[config.mk]
export PLATFORM = sky130hd
export DESIGN_NAME = fetch_queue
export DESIGN_NICKNAME = d
export VERILOG_FILES = /design/src/rtl/fetch_queue.sv
export SDC_FILE = /design/constraint.sdc
export NUM_CORES = 1
export LEC_CHECK = 0
export BUFFER_PORTS_ARGS = -buffer_cell sky130_fd_sc_hd__buf_2
export CAP_MARGIN = 20
export CORE_ASPECT_RATIO = 0.6
export CORE_UTILIZATION = 53
export DETAILED_ROUTE_END_ITERATION = 8
export PLACE_DENSITY = 0.88
export SLEW_MARGIN = 30
export SYNTH_ARGS = -nofsm -noshare
export SYNTH_HDL_FRONTEND = slang
export SYNTH_SLANG_ARGS = --single-unit
[constraint.sdc]
create_clock -name clk -period 3.3 [get_ports clk]
set_input_delay 0.66 -clock clk [delete_from_list [all_inputs] [get_ports clk]]
set_output_delay 0.66 -clock clk [all_outputs]
set_load 0.1 [all_outputs]
[src/rtl/fetch_queue.sv]
// fetch_queue: instruction-fetch front end with a decoupling prefetch queue.
// Issues word-aligned fetches (one outstanding) over a req/gnt/rvalid handshake
// and buffers up to QDEPTH {pc, instr} entries for decode (valid/ready).
// Execute-stage redirects flush the queue and discard any in-flight response.
// Optional build macro FETCH_PREDECODE_EN folds unconditional B instructions
// in the fetch stage instead of enqueueing them.
module fetch_queue #(
    parameter int unsigned        ADDR_W   = 32,
    parameter int unsigned        INSTR_W  = 32,
    parameter int unsigned        QDEPTH   = 4,
    parameter logic [ADDR_W-1:0]  RESET_PC = '0
) (
    input  logic               clk,
    input  logic               rst,
    output logic               imem_req,
    output logic [ADDR_W-1:0]  imem_addr,
    input  logic               imem_gnt,
    input  logic               imem_rvalid,
    input  logic [INSTR_W-1:0] imem_rdata,
    output logic               inst_valid,
    input  logic               inst_ready,
    output logic [INSTR_W-1:0] inst_data,
    output logic [ADDR_W-1:0]  inst_pc,
    input  logic               redir_valid,
    input  logic [ADDR_W-1:0]  redir_pc,
    input  logic [15:0]        redir_offset
);

    localparam int unsigned PTR_W = $clog2(QDEPTH);
    localparam int unsigned CNT_W = $clog2(QDEPTH + 1);

    typedef enum logic [1:0] {
        IDLE    = 2'd0,
        ISSUE   = 2'd1,
        WAIT    = 2'd2,
        DISCARD = 2'd3
    } state_t;

    state_t              state;
    logic [ADDR_W-1:0]   fetch_pc;
    logic [PTR_W-1:0]    head;
    logic [PTR_W-1:0]    tail;
    logic [PTR_W-1:0]    head_n;
    logic [PTR_W-1:0]    tail_n;
    logic [CNT_W-1:0]    count;
    logic [CNT_W-1:0]    count_n;
    logic                grant;
    logic                pop;
    logic                push;
    logic                fold;
    logic                space_n;
    logic [ADDR_W-1:0]   seq_pc;
    logic [ADDR_W-1:0]   redir_tgt;
    logic [ADDR_W-1:0]   head_pc_n;
    logic [INSTR_W-1:0]  head_data_n;

    logic [ADDR_W-1:0]   pc_mem   [QDEPTH];
    logic [INSTR_W-1:0]  data_mem [QDEPTH];

    // The fetch address register drives the memory port directly.
    assign imem_addr = fetch_pc;

    assign grant     = imem_req && imem_gnt;
    assign pop       = inst_valid && inst_ready;
    assign seq_pc    = fetch_pc + ADDR_W'(4);
    assign redir_tgt = redir_pc + ADDR_W'(4) + (ADDR_W'($signed(redir_offset)) << 2);

`ifdef FETCH_PREDECODE_EN
    logic [ADDR_W-1:0] fold_tgt;

    // Unconditional B: top bits 11 and opcode field 0000; folded, never enqueued.
    assign fold     = (imem_rdata[31:30] == 2'b11) && (imem_rdata[28:25] == 4'b0000);
    assign fold_tgt = seq_pc + (ADDR_W'($signed(imem_rdata[15:0])) << 2);
`else
    assign fold = 1'b0;
`endif

    // A redirect suppresses the response in the same cycle.
    assign push = (state == WAIT) && imem_rvalid && !redir_valid && !fold;

    // Next queue pointers and occupancy; a redirect flushes everything.
    always_comb begin
        head_n  = head;
        tail_n  = tail;
        count_n = count;
        if (redir_valid) begin
            head_n  = '0;
            tail_n  = '0;
            count_n = '0;
        end else begin
            if (push) begin
                tail_n = tail + PTR_W'(1);
            end
            if (pop) begin
                head_n = head + PTR_W'(1);
            end
            if (push && !pop) begin
                count_n = count + CNT_W'(1);
            end else if (!push && pop) begin
                count_n = count - CNT_W'(1);
            end
        end
    end

    assign space_n = (count_n < CNT_W'(QDEPTH));

    // Next head entry, forwarding the word being written when it lands at the head.
    always_comb begin
        head_pc_n   = pc_mem[head_n];
        head_data_n = data_mem[head_n];
        if (push && (tail == head_n)) begin
            head_pc_n   = fetch_pc;
            head_data_n = imem_rdata;
        end
    end

    // Queue storage write port.
    always_ff @(posedge clk) begin
        if (push) begin
            pc_mem[tail]   <= fetch_pc;
            data_mem[tail] <= imem_rdata;
        end
    end

    // Queue pointers, occupancy and registered head outputs.
    always_ff @(posedge clk) begin
        if (rst) begin
            head       <= '0;
            tail       <= '0;
            count      <= '0;
            inst_valid <= 1'b0;
            inst_data  <= '0;
            inst_pc    <= '0;
        end else begin
            head       <= head_n;
            tail       <= tail_n;
            count      <= count_n;
            inst_valid <= (count_n != '0);
            if (count_n != '0) begin
                inst_pc   <= head_pc_n;
                inst_data <= head_data_n;
            end
        end
    end

    // Fetch FSM: request issue, response wait/discard and redirect handling.
    always_ff @(posedge clk) begin
        if (rst) begin
            state    <= IDLE;
            fetch_pc <= RESET_PC;
            imem_req <= 1'b0;
        end else if (redir_valid) begin
            fetch_pc <= redir_tgt;
            case (state)
                IDLE: begin
                    state    <= ISSUE;
                    imem_req <= space_n;
                end
                ISSUE: begin
                    if (grant) begin
                        state    <= DISCARD;
                        imem_req <= 1'b0;
                    end else begin
                        state    <= ISSUE;
                        imem_req <= space_n;
                    end
                end
                WAIT, DISCARD: begin
                    if (imem_rvalid) begin
                        state    <= ISSUE;
                        imem_req <= space_n;
                    end else begin
                        state    <= DISCARD;
                        imem_req <= 1'b0;
                    end
                end
            endcase
        end else begin
            case (state)
                IDLE: begin
                    state    <= ISSUE;
                    imem_req <= space_n;
                end
                ISSUE: begin
                    if (grant) begin
                        state    <= WAIT;
                        imem_req <= 1'b0;
                    end else begin
                        imem_req <= space_n;
                    end
                end
                WAIT: begin
                    if (imem_rvalid) begin
`ifdef FETCH_PREDECODE_EN
                        fetch_pc <= fold ? fold_tgt : seq_pc;
`else
                        fetch_pc <= seq_pc;
`endif
                        state    <= ISSUE;
                        imem_req <= space_n;
                    end
                end
                DISCARD: begin
                    if (imem_rvalid) begin
                        state    <= ISSUE;
                        imem_req <= space_n;
                    end
                end
            endcase
        end
    end

endmodule

==> flow_summary.yaml <==
floorplan:
  core-area_um2: 30200
  design.portCount: 184
  start_util_pct: 54.5
  dieWidth_um: 230
  dieArea_um2: 31800
  fp-row-count: 49
  die_y_um: 139
flow_run:
  cap_viol_max_count: 0
critical_path:
  cp_max_fo: 3
  required_ns: 3.78
  cp-end-kind: "flip-flop"
  r2r_slack_ns: 0.74
  r2r-start: "inst_valid"
  cp-start-kind: "primary input"
  worstPathArrival_ns: 3.26
  path_class: "in2reg"
  r2r_cells: 8
  worstReg2RegEnd: "inst_pc[30]"
yosys:
  synth.top_cell.area_share_pct: 46.7
  ys_seq_area_share_pct: 59.7
  synth_cell_type_count: 71
  synth_xor_area_share_pct: 2.98
  synth_nets: 1300
  synth_area_leaders: "edfxtp_1 47%, dfxtp_1 13%, mux4_2 8.8%"
  synthAdderAreaFrac_pct: 4.98
  syn_area_per_cell_um2: 14.3
  synth_edf_count: 256
  synth-seq-cells: 363
  synth_ff_type: "edfxtp_1"
  synth_top_family_by_area: "multiplexers"
  synth_compound_area_share_pct: 9.92
  async_reset_ff_share_pct: 0
  synthCells: 1149
  synth_top_area_cell: "edfxtp_1"
  synth-simple-area-share_pct: 7.15
  syn-cell-area_um2: 16500
  ys_warn_count: 0
  synth.area.mux_share_pct: 12.8
timing:
  period_share_pct: 84.5
  setup_viol: 0
  max_freq_mhz: 359
  clock_skew_ns: 0.0105
  finalSetupTns_ns: 0
  tightest_slew_ns: 0.597
  maxSlewHeadroom_pct: 60.2
  hold_viol: 0
  rsz0062_at_grt: "false"
  drv_slew: 0
  min_period_ns: 2.79
global_routing:
  antenna_found_initial: 1
  grt_pass1_vias: 10347
  gr-usage-all-layers_pct: 23.6
  grt_max_degree: 82
  grt_pass1_wl_um: 58900
  grt_overflow_total: 0
min_path:
  hold-path-endpoint: "data_mem[0][12]"
  hp-class: "in2reg"
  holdPathStages: 1
  hold_start: "imem_rdata[12]"
placement:
  gp_congestion: 0.914
  hpwl_um: 24100
  portBuffers: 183
layout:
  drive_gt1_share_pct: 28.9
  fin_nets: 1491
  synthToLayoutAreaGrowth_pct: 15.8
  nFillCells: 2211
clock_tree:
  clkLatencyLatePin_ns: 0.56
  cts_buffers: 31
  htree_levels: 1
  root_buffer: "clkbuf_16"
  clk_pin_slew_ns: 0.07
  clock_sinks: 363
  hold_buffers: 0
  cts_resized: 0
  post_cts_buffers: 0
  clockBufferDepth: 3
  cts_tree: "built"
pwr:
  pwr-share-seq_pct: 49.8
  clock_power_share_pct: 36.0
  finalPower_w: 0.0102
  cellLeakagePower_nw: 7.25
  swShare_pct: 27.4
  pwr_density_cell_nw_per_um2: 537
  internal-power_w: 0.00744
  ir_drop_mv: 0.496
  pwr-share-comb_pct: 14.2
  p_sw_w: 0.00281
routing:
  routed_via_density: 5.87
  drt_iter0_markers: 825
  detail-route-antenna-nets: 0
  avgRoutedWirePerCell_um: 20.9
  wl_um: 37100
  route.vias.total: 10411
  firstDrtPassIters: 5
  drc: 0
status:
  status: "complete, no violations"
==> how the worst max path moves through the flow <==
stage / startpoint / endpoint / slack [ns] / cells past startpoint
floorplan: redir_valid / data_mem[0][0] / 0.02 / 4
global placement: redir_pc[3] / imem_addr[29] / 0.13 / 12
detailed placement: redir_pc[3] / imem_addr[29] / 0.007 / 12
CTS: redir_pc[3] / imem_addr[29] / 0.58 / 12
global route: redir_pc[3] / imem_addr[29] / 0.34 / 12
finish: redir_pc[3] / imem_addr[29] / 0.51 / 12
==> stage by stage <==
stage / utilization, % / cell area [µm²] / instances / setup WS (ns) / hold WS (ns)
floorplan: - / 16500 / 1149 / 0.0233 / 0.488
global placement: 59.7 / 18000 / 1715 / 0.133 / 0.482
detailed placement: 59.7 / 18000 / 1715 / 0.00743 / 0.502
CTS: 63.1 / 19100 / 1772 / 0.579 / 0.303
global route: 63.1 / 19100 / 1772 / 0.345 / 0.312
finish: 63.1 / 19100 / 1773 / 0.511 / 0.329
==> Yosys cell counts, drive strengths merged, types with 2 or more instances <==
| cell type | n |
|---|---|
| or3b | 2 |
| mux4 | 64 |
| a21oi | 41 |
| o2111a | 2 |
| nand4b | 3 |
| and2 | 2 |
| nor2 | 127 |
| ha | 64 |
| and4 | 4 |
| o211ai | 5 |
| clkbuf | 26 |
| xor2 | 21 |
| xnor2 | 35 |
| a41oi | 2 |
| edfxtp | 256 |
| a32oi | 2 |
| mux2i | 67 |
| nor4 | 2 |
| o21bai | 4 |
| and3 | 11 |
| nand4 | 12 |
| or3 | 2 |
| o221ai | 2 |
| nor3 | 7 |
| a2111oi | 2 |
| a21boi | 2 |
| or2 | 4 |
| nand2b | 3 |
| o22ai | 3 |
| nor2b | 4 |
| nor3b | 2 |
| or4 | 2 |
| o21ai | 16 |
| buf | 39 |
| dfxtp | 107 |
| nand3 | 21 |
| a21o | 11 |
| nand2 | 44 |
| o21a | 4 |
| inv | 15 |
| a211oi | 88 |
==> power by group through the flow <==
stage	Clock [W]	Sequential, W	Combinational [W]
finish	0.00368	0.00511	0.00145
global route	0.00391	0.00512	0.00155
floorplan	0	0.00568	0.000559
detailed placement	0	0.00521	0.00144
CTS	0.00374	0.00511	0.00145
global placement	0	0.00520	0.00142
==> metal layers <==
metal,track usage [%],up-vias,part of all wire [%]
li1,-,4836,-
met1,35.4,5153,46
met5,0,-,0
met3,4.81,44,7.5
met4,4.39,0,1.5
met2,36.0,378,45
==> registers in the layout, indices dropped and copies added (netlist names) <==
signal,count
count,3
pc_mem,128
data_mem,128
inst_pc,32
imem_req,1
tail,2
inst_valid,1
inst_data,32
imem_addr,32
head,2
state,2
==> area by class of cell <==
class / count / area [µm²] / share of cell area (%)
Tap cell: 408 / 510 / 2.68
Clock inverter: 16 / 168 / 0.879
Multi-Input combinational cell: 706 / 6280 / 32.9
Antenna cell: 1 / 2.50 / 0.0131
Timing Repair Buffer: 223 / 1370 / 7.18
Clock buffer: 41 / 853 / 4.48
Inverter: 15 / 56.3 / 0.295
Sequential cell: 363 / 9830 / 51.6
==> cell usage in the layout, fill, tap and decap left out, types with 29 or more instances in the layout <==
| cell | count |
|---|---|
| a21oi_1 | 39 |
| a211oi_2 | 45 |
| edfxtp_1 | 256 |
| clkbuf_16 | 31 |
| ha_1 | 64 |
| buf_4 | 29 |
| mux4_2 | 64 |
| a211oi_1 | 43 |
| xnor2_1 | 35 |
| buf_2 | 182 |
| nand2_1 | 44 |
| dfxtp_1 | 107 |
| mux2i_1 | 67 |
| nor2_1 | 125 |
==> cells by family (layout without fill, tap and decap cells) <==
| logic type | after synthesis | count (layout) |
|---|---|---|
| AOI/OAI and AO/OA | 200 | 200 |
| xor gates and xnor gates | 56 | 56 |
| adders and majority gates | 65 | 65 |
| buffers and inverters | 80 | 295 |
| DFF | 363 | 363 |
| muxes | 131 | 131 |
| other | 0 | 1 |
| and+or+nand+nor | 254 | 254 |
==> worst max-delay path: stages <==
cell and delay, ns:
buf_2 0.10, ha_1 0.29, ha_1 0.23, fa_1 0.40, a211oi_1 0.23, buf_4 0.18, o21ai_0 0.10, a21oi_1 0.25
a41oi_1 0.21, a41oi_1 0.27, xor2_1 0.10, a211oi_1 0.24
(Power assumes the default switching activity.)
